==> config.mk <==
export PLATFORM = sky130hd
export DESIGN_NAME = present_dec_sched
export DESIGN_NICKNAME = d
export VERILOG_FILES = /design/src/rtl/present_pkg.sv /design/src/rtl/present_rr_arb.sv /design/src/rtl/present_dec_sched.sv
export SDC_FILE = /design/constraint.sdc
export NUM_CORES = 1
export LEC_CHECK = 0
export ABC_AREA = 1
export CORE_AREA = 2 2 196 198
export CTS_BUF_LIST = sky130_fd_sc_hd__clkbuf_4 sky130_fd_sc_hd__clkbuf_8 sky130_fd_sc_hd__clkbuf_16
export DETAILED_ROUTE_END_ITERATION = 8
export DIE_AREA = 0 0 198 200
export DONT_BUFFER_PORTS = 1
export PLACE_DENSITY = 0.6
export SLEW_MARGIN = 40
export SYNTH_ARGS = -nofsm -noshare
export SYNTH_HDL_FRONTEND = slang
export SYNTH_HIERARCHICAL = 1
export SYNTH_SLANG_ARGS = --single-unit
==> constraint.sdc <==
create_clock -name clk -period 1.87 [get_ports clk]
set_input_delay 0.374 -clock clk [delete_from_list [all_inputs] [get_ports clk]]
set_output_delay 0.374 -clock clk [all_outputs]
set_load 0.02 [all_outputs]
==> src/rtl/present_pkg.sv <==
// Shared PRESENT definitions: block/key widths, scheduler FSM states and decoder load codes.
package present_pkg;

  localparam int PRESENT_KEY_W  = 80;
  localparam int PRESENT_BLK_W  = 64;
  localparam int PRESENT_ROUNDS = 32;

  typedef enum logic [2:0] {
    S_IDLE,
    S_KEYLOAD,
    S_KEYWAIT,
    S_ISSUE,
    S_BUSY,
    S_RESULT
  } sched_state_t;

  localparam logic [1:0] PL_KEY  = 2'b10;
  localparam logic [1:0] PL_TEXT = 2'b01;
  localparam logic [1:0] PL_NONE = 2'b00;

endpackage

==> src/rtl/present_rr_arb.sv <==
// Two-way round-robin arbiter. With PRESENT_SCHED_AFFINITY_EN defined it favours the
// requester whose key is resident for up to MAX_BURST consecutive grants.
module present_rr_arb
  import present_pkg::*;
#(
  parameter int MAX_BURST = 4
) (
  input  logic       clk,
  input  logic       n_reset,
  input  logic [1:0] i_req,
  input  logic       i_take,
`ifdef PRESENT_SCHED_AFFINITY_EN
  input  logic       i_hint_vld,
  input  logic       i_hint_id,
`endif
  output logic [1:0] o_gnt,
  output logic       o_gnt_id
);

  logic r_last;
  logic w_win;

`ifdef PRESENT_SCHED_AFFINITY_EN
  localparam int BW = $clog2(MAX_BURST + 1);
  localparam logic [BW-1:0] BURST_MAX = BW'(MAX_BURST);
  logic [BW-1:0] r_burst;
`endif

  always_comb begin
    // Tie-break: the requester granted last loses.
    w_win = ~r_last;
`ifdef PRESENT_SCHED_AFFINITY_EN
    if (i_hint_vld && !(i_hint_id == r_last && r_burst >= BURST_MAX))
      w_win = i_hint_id;
`endif
    case (i_req)
      2'b01:   o_gnt = 2'b01;
      2'b10:   o_gnt = 2'b10;
      2'b11:   o_gnt = w_win ? 2'b10 : 2'b01;
      default: o_gnt = 2'b00;
    endcase
    o_gnt_id = o_gnt[1];
  end

  always_ff @(posedge clk or negedge n_reset) begin
    if (!n_reset) begin
      r_last <= 1'b1;
    end else if (i_take) begin
      r_last <= o_gnt_id;
    end
  end

`ifdef PRESENT_SCHED_AFFINITY_EN
  always_ff @(posedge clk or negedge n_reset) begin
    if (!n_reset) begin
      r_burst <= '0;
    end else if (i_take) begin
      if (o_gnt_id != r_last)
        r_burst <= BW'(1);
      else if (r_burst != BURST_MAX)
        r_burst <= r_burst + BW'(1);
    end
  end
`endif

endmodule

==> src/rtl/present_dec_sched.sv <==
// Shares one PRESENT decoder between two keyed requesters, reloading the key only on
// ownership change. Optional macro PRESENT_SCHED_AFFINITY_EN enables resident-key affinity.
module present_dec_sched
  import present_pkg::*;
#(
  parameter int KEY_WAIT  = 32,
  parameter int MAX_BURST = 4
) (
  input  logic         clk,
  input  logic         n_reset,
  input  logic [1:0]   key_we,
  input  logic [159:0] key_data,
  input  logic [1:0]   req_valid,
  input  logic [127:0] req_data,
  output logic [1:0]   req_ready,
  output logic         rsp_valid,
  output logic         rsp_id,
  output logic [63:0]  rsp_data,
  input  logic         rsp_ready,
  output logic [1:0]   dec_pl,
  output logic [79:0]  dec_in,
  input  logic         dec_done,
  input  logic [63:0]  dec_text
);

  localparam int CNT_W = $clog2(KEY_WAIT + 1);
  localparam logic [CNT_W-1:0] KW_LOAD   = CNT_W'(KEY_WAIT - 1);
  localparam logic [CNT_W-1:0] BUSY_SKIP = CNT_W'(2);

  sched_state_t r_state, w_next;

  logic [PRESENT_KEY_W-1:0] r_key [2];
  logic [1:0]               r_dirty;
  logic                     r_loaded_id;
  logic                     r_loaded_vld;
  logic                     r_gid;
  logic [PRESENT_BLK_W-1:0] r_blk;
  logic [CNT_W-1:0]         r_cnt;
  logic [PRESENT_BLK_W-1:0] r_rsp_data;
  logic                     r_rsp_id;

  logic [1:0] w_gnt;
  logic       w_gnt_id;
  logic       w_take;
  logic       w_hit;
  logic       w_res_id;

  present_rr_arb #(
    .MAX_BURST (MAX_BURST)
  ) u_arb (
    .clk        (clk),
    .n_reset    (n_reset),
    .i_req      (req_valid),
    .i_take     (w_take),
`ifdef PRESENT_SCHED_AFFINITY_EN
    .i_hint_vld (r_loaded_vld),
    .i_hint_id  (r_loaded_id),
`endif
    .o_gnt      (w_gnt),
    .o_gnt_id   (w_gnt_id)
  );

  assign w_take = (r_state == S_IDLE) && (w_gnt != 2'b00);
  // A key written in the grant cycle forces the reload path so KEYLOAD sees the new key.
  assign w_hit  = r_loaded_vld && (r_loaded_id == w_gnt_id) &&
                  !key_we[w_gnt_id] && !r_dirty[w_gnt_id];

  assign rsp_data = r_rsp_data;
  assign rsp_id   = r_rsp_id;

  always_ff @(posedge clk or negedge n_reset) begin
    if (!n_reset) r_state <= S_IDLE;
    else          r_state <= w_next;
  end

  always_comb begin
    w_next    = r_state;
    req_ready = 2'b00;
    dec_pl    = PL_NONE;
    dec_in    = '0;
    rsp_valid = 1'b0;
    case (r_state)
      S_IDLE: begin
        if (w_take) begin
          req_ready = w_gnt;
          w_next    = w_hit ? S_ISSUE : S_KEYLOAD;
        end
      end
      S_KEYLOAD: begin
        dec_pl = PL_KEY;
        dec_in = r_key[r_gid];
        w_next = S_KEYWAIT;
      end
      S_KEYWAIT: begin
        if (r_cnt == '0) w_next = S_ISSUE;
      end
      S_ISSUE: begin
        dec_pl = PL_TEXT;
        dec_in = {16'h0, r_blk};
        w_next = S_BUSY;
      end
      S_BUSY: begin
        if (r_cnt == '0 && dec_done) w_next = S_RESULT;
      end
      S_RESULT: begin
        rsp_valid = 1'b1;
        if (rsp_ready) w_next = S_IDLE;
      end
      default: w_next = S_IDLE;
    endcase
  end

  // Block datapath: grant capture, wait counters, result capture.
  always_ff @(posedge clk or negedge n_reset) begin
    if (!n_reset) begin
      r_gid      <= 1'b0;
      r_blk      <= '0;
      r_cnt      <= '0;
      r_rsp_data <= '0;
      r_rsp_id   <= 1'b0;
    end else begin
      case (r_state)
        S_IDLE: begin
          if (w_take) begin
            r_gid <= w_gnt_id;
            r_blk <= w_gnt_id ? req_data[127:64] : req_data[63:0];
          end
        end
        S_KEYLOAD: r_cnt <= KW_LOAD;
        S_KEYWAIT: if (r_cnt != '0) r_cnt <= r_cnt - CNT_W'(1);
        // The decoder's done level from the previous block may linger for two samples.
        S_ISSUE:   r_cnt <= BUSY_SKIP;
        S_BUSY: begin
          if (r_cnt != '0) begin
            r_cnt <= r_cnt - CNT_W'(1);
          end else if (dec_done) begin
            r_rsp_data <= dec_text;
            r_rsp_id   <= r_gid;
          end
        end
        default: ;
      endcase
    end
  end

  assign w_res_id = (r_state == S_KEYLOAD) ? r_gid : r_loaded_id;

  // Key store and residency tracking; a write to the resident key always wins.
  always_ff @(posedge clk or negedge n_reset) begin
    if (!n_reset) begin
      r_key[0]     <= '0;
      r_key[1]     <= '0;
      r_dirty      <= 2'b00;
      r_loaded_id  <= 1'b0;
      r_loaded_vld <= 1'b0;
    end else begin
      if (r_state == S_KEYLOAD) begin
        r_loaded_id     <= r_gid;
        r_loaded_vld    <= 1'b1;
        r_dirty[r_gid]  <= 1'b0;
      end
      if (key_we[0]) begin
        r_key[0]   <= key_data[79:0];
        r_dirty[0] <= 1'b1;
      end
      if (key_we[1]) begin
        r_key[1]   <= key_data[159:80];
        r_dirty[1] <= 1'b1;
      end
      if (key_we[w_res_id]) r_loaded_vld <= 1'b0;
    end
  end

endmodule
# Word-level counts from Yosys, hierarchy flattened
# Cells that the tools add are included.
# word_totals
input_bits	360
reg_bits	304
elab_cells	91
out_inout_bits	150
# op_classes
magnitude_cmp	5
n_bitwise	4
reduce_logical	21
add_sub_neg	1
muxes	33
eq_ne	14
# ops
operator	count
80-bit two-way mux	3
80-bit one-hot mux with 2 select lines	1
64-bit two-way mux	1
3-bit one-hot mux with 6 select lines	1
6-bit one-hot mux with 3 select lines	1
1-bit two-way mux	13
3-bit two-way mux	4
2-bit two-way mux	5
2-bit nonzero test	4
3-bit by 2-bit == test with 1-bit output (second input constant)	2
3-bit == test (second input constant)	2
1-bit logical AND	6
6-bit zero test	1
1-bit by 2-bit less-than comparator with 1-bit output (second input constant)	3
6-bit two-way mux	1
2-bit != test (second input constant)	3
2-bit one-hot mux with 3 select lines	1
6-bit nonzero test	1
6-bit by 1-bit subtractor with 6-bit output (second input constant)	1
2-bit == test (second input constant)	2
2-bit by 1-bit != test with 1-bit output (second input constant)	2
2-bit one-hot mux with 2 select lines	1
2-bit AND reduction	2
4-bit AND reduction	1
15 further kinds	16

# Logic depth before layout (Yosys ltp)
# Gate-level depths: netlist (run 1).
# logic_depth
depth_word	10
mapped_depth	12
depth_no_buf	10

# By module
# The synthesis (run 1) kept the hierarchy.
# by_module_without_submodules
mod	seq_area_each_um2	area_per_inst_um2	cells_each	n_inst
present_dec_sched	7582.3	13714.4	1670	1
present_rr_arb	26.3	70.1	11	1

# Least setup slack after synthesis (run 1)
# Ideal clock, no wire load.
# synth_path
kind	register to output
startpoint	reg r_state[2]
endpoint	out dec_in[64]
path_stages_with_launch	8
slack_ns	-0.057
required_ns	1.496
n_path_buf	2
t_arrival_ns	1.553
cell_sequence	dfrtp_1 -> inv_2 -> nand2_1 -> nor2_4 -> nand2_2 -> buf_6 -> buf_2 -> o22ai_1
# synth_between
elab_chain_len	2
word_cells_on_any_way	3
cone_classes	eq/ne (2); mux (1)
# synth_rtl
item	line	text
start, declared	present_dec_sched.sv:30	sched_state_t r_state, w_next;
start signal, assigned	present_dec_sched.sv:73	else r_state <= w_next;
3-bit by 2-bit == test with 1-bit output or 3-bit by 1-bit == test with 1-bit output (tied branches)	present_dec_sched.sv:82	case (r_state)
80-bit one-hot mux with 2 select lines *	present_dec_sched.sv:82	
end, declared	present_dec_sched.sv:21	output logic [79:0] dec_in,
# Every way passes the cells marked *; elsewhere a longest branch is shown, timed or not.

# Final worst setup path (run 1)
# layout_path
startpoint	reg r_state[2]
endpoint	out dec_in[15]
# The elaborated chain is that of the path after synthesis.

==> results of run 1 <==
==> metal layers <==
| metal | part of all wire (%) | up-vias | track usage (%) |
|---|---|---|---|
| li1 | - | 5943 | - |
| met1 | 37 | 6301 | 27.5 |
| met2 | 49 | 699 | 43.6 |
| met3 | 9.1 | 122 | 7.02 |
| met4 | 5.1 | 2 | 15.4 |
| met5 | 0.017 | - | 0 |
==> sequential cells by signal, indices dropped and copies added (netlist names) <==
| name | flops |
|---|---|
| r_key | 160 |
| rsp_data | 64 |
| r_loaded_vld | 1 |
| r_dirty | 2 |
| u_arb/r_last | 1 |
| r_state | 3 |
| r_blk | 64 |
| r_cnt | 6 |
| rsp_id | 1 |
| r_gid | 1 |
| r_loaded_id | 1 |
==> cell usage in the layout (no fill, tap or decap), drive strengths merged, types with 55 or more instances in the layout <==
| cell type | Yosys | layout |
|---|---|---|
| nand2 | 601 | 602 |
| clkbuf | 42 | 55 |
| o31ai | 64 | 64 |
| o21ai | 169 | 169 |
| buf | 60 | 110 |
| inv | 190 | 192 |
| dlygate4sd3 | 0 | 258 |
| nor2 | 147 | 147 |
| dfrtp | 303 | 303 |
| o211ai | 64 | 64 |
==> per-stage QoR <==
stage | instance area, sq um | setup TNS, ns | hold WS (ns) | power, mW | setup slack, ns
final | 19500 | -48.42 | -0.474 | 25.5 | -0.649
after global routing | 19500 | -61.59 | -0.506 | 26.9 | -0.720
after CTS | 19000 | -42.51 | -0.515 | 24.4 | -0.589
after detailed placement | 14700 | 0 | 0.0900 | 16.2 | 0.0181
after global placement | 14700 | 0 | 0.0879 | 16.1 | 0.0384
after floorplan | 13800 | -0.948 | 0.0784 | 13.8 | -0.0467
==> cell families (layout without fill, tap and decap cells) <==
family / Yosys count / count (layout) / share of synthesized area [%]
and+or+nand+nor: 764 / 765 / 21.2
AOI/OAI and AO/OA: 318 / 318 / 14.3
DFF: 304 / 304 / 55.2
buffers and inverters: 293 / 628 / 9.05
adders and majority gates: 2 / 2 / 0.182
other: 0 / 5 / 0
==> final cells by class <==
| type | instances | area share (%) |
|---|---|---|
| Inverter | 191 | 3.78 |
| Clock buffer | 50 | 5.35 |
| Multi-Input combinational cell | 1085 | 27.5 |
| Antenna cell | 5 | 0.0641 |
| Tap cell | 511 | 3.28 |
| Clock inverter | 14 | 0.577 |
| Timing Repair Buffer | 373 | 20.5 |
| Sequential cell | 304 | 39.0 |
==> worst min path at each step <==
stage | to | slack, ns | cells past startpoint
after global routing | r_key[149] | -0.51 | 0
after CTS | r_key[149] | -0.51 | 0
final | r_key[149] | -0.47 | 0
after global placement | r_key[149] | 0.09 | 0
after detailed placement | r_key[149] | 0.09 | 0
after floorplan | r_blk[0] | 0.08 | 0
==> where the power goes <==
| part | internal [mW] | switching [mW] |
|---|---|---|
| registers | 7.95 | 1.29 |
| clock network | 4.05 | 2.84 |
| logic | 3.87 | 5.54 |
| total | 15.9 | 9.67 |
==> repair_timing <==
action / 4_1_cts / 5_1_grt
resized for setup: 57 / 66
pin swaps: 4 / 7
cloned: 4 / 10
endpoints found under the setup margin: 84 / 132
buffers inserted: 10 / 7
hold endpoints to repair: 545 / 304
==> worst max-delay path, stage by stage (launching register included) <==
cell and delay [ns]:
dfrtp_1 0.41, inv_2 0.09, nand2_4 0.06, nor2_4 0.20
nand2_4 0.14, buf_12 0.19, o211ai_1 0.47
==> results.tsv, run 1 <==
stage	metric	value	unit
run_status	status	complete, but fails checks	
run_status	failing checks	hold timing, setup timing	
synthesis	Yosys warning total	6	
cells_and_area	Reg area	0.00761	sq mm
floorplanning	DIE HEIGHT	200	um
synthesis	Post-synth EDFFs	0	
power_and_ir_drop	Power Dens Cells	1310	mW/mm^2
sta	Max-slew headroom	17.0	%
clock_tree	H-Tree Level Count	2	
clock_tree	CTS tree	built	
sta	RSZ-0062 raised after global routing	yes	
synthesis	Synth async-reset ratio	100	%
floorplanning	row cnt	71	
floorplanning	Die Area	0.0396	sq mm
synthesis	top-count cell post-synth	nand2_1	
sta	Worst Max-Slew Pin Slew	1.25	ns
setup_path	FF-to-FF End	rsp_data[10]	
global_route	gr usage total	25.2	%
synthesis	largest cells by area after synthesis	dfrtp_1, nand2_1, inv_1	
setup_path	Reg2Reg Setup Slack	-0.10	ns
detailed_routing	Routed WL	52900	um
synthesis	Synth cell types	31	
synthesis	FF+latch count, synth	304	
cells_and_area	share of layout cells above drive strength 1	12.7	%
floorplanning	Core Area	0.0374	sq mm
setup_path	reg2reg start	r_state[1]	
clock_tree	Root Driver	clkbuf_16	
placed_design	DPL Wire Length	32400	um
global_route	first-pass GRT wire length	75200	um
global_route	largest net degree at the start of global routing	305	
global_route	vias in the first global route	13365	
detailed_routing	Vias/cell	5.16	
floorplanning	chip width	198	um
detailed_routing	number of routed nets with antenna violations	0	
setup_path	CP endpoint kind	output pin	
power_and_ir_drop	LEAKAGE	9.34	nW
setup_path	Max FO, Critical Path	31	
placed_design	I/O Buffers	0	
synthesis	Synth Flop Type	dfrtp_1	
global_route	initial antenna violation count	6	
synthesis	Synth area leader	dfrtp_1	
sta	count of final hold-check violations	303	
setup_path	CP endpoint	dec_in[15]	
detailed_routing	Starting DRT DRC Count	855	
floorplanning	starting density of the core	36.9	%
clock_tree	Hold Buf Count CTS	260	
cells_and_area	FILL cells	3268	
sta	f_max	0.397	GHz
power_and_ir_drop	worst IR drop on VDD	731	uV
cells_and_area	nets	2352	
sta	Final setup viols	148	
placed_design	gpl congestion	0.829	
detailed_routing	DR DRC count	0	
sta	Clock Skew	0.0172	ns
setup_path	Critical Path RT	1.50	ns
synthesis	synthesized area	0.0138	sq mm
clock_tree	Clock Tree Buf Depth	3	
sta	period utilization	135	%
floorplanning	io pins	510	
cells_and_area	Multi-input gate area	0.00536	sq mm
detailed_routing	mean routed wirelength per cell	20.9	um
synthesis	Synthesized Nets	2043	
setup_path	worst reg-to-reg path cell count	11	
synthesis	share of the yosys chip area belonging to registers	55.2	%
placed_design	placed cells	2174	
cells_and_area	Syn-to-layout area delta	41.6	%
global_route	GR Overflow Total	0	
job	maxcap violations	0	
cells_and_area	Cell Count, Final, Fillers Out	2533	
setup_path	crit path kind	register to output pin	
clock_tree	Clk Latency, worst-skew pair	0.54	ns
setup_path	CP arrival	2.15	ns
synthesis	Mapped Cells	1681	
sta	Max Slew Vio Count	0	
detailed_routing	total number of vias	13067	
hold_path	Hold WC Path Type	input port to async pin	
synthesis	Post-synth top cells	nand2_1, dfrtp_1, inv_1	
setup_path	CP startpoint kind	register	
sta	post-route setup slack	-0.649	ns
synthesis	area share of the largest cell type after synthesis	55.0	%
sta	crit path time final	2.52	ns
cells_and_area	Final Util	52.2	%
clock_tree	CTS Buf Count	35	
sta	Hold WS	-0.474	ns
clock_tree	Reg clk slew, reported paths	0.06	ns
synthesis	Syn Area/Cell	8.20	sq um
setup_path	CP Launch Point	r_state[2]	
detailed_routing	drt pass-1 iters	8	
clock_tree	# clock sinks	304	
(Power assumes the default switching activity.)
==> inputs of run 2 (changes only) <==
--- a/config.mk
+++ b/config.mk
@@ -8,6 +8,7 @@
 export ABC_AREA = 1
 export CORE_AREA = 2 2 196 198
 export CTS_BUF_LIST = sky130_fd_sc_hd__clkbuf_4 sky130_fd_sc_hd__clkbuf_8 sky130_fd_sc_hd__clkbuf_16
+export CTS_CLUSTER_DIAMETER = 100
 export DETAILED_ROUTE_END_ITERATION = 8
 export DIE_AREA = 0 0 198 200
 export DONT_BUFFER_PORTS = 1
==> results of run 2 <==
No change in the layout: final DEF, timing and power equal those of run 1.
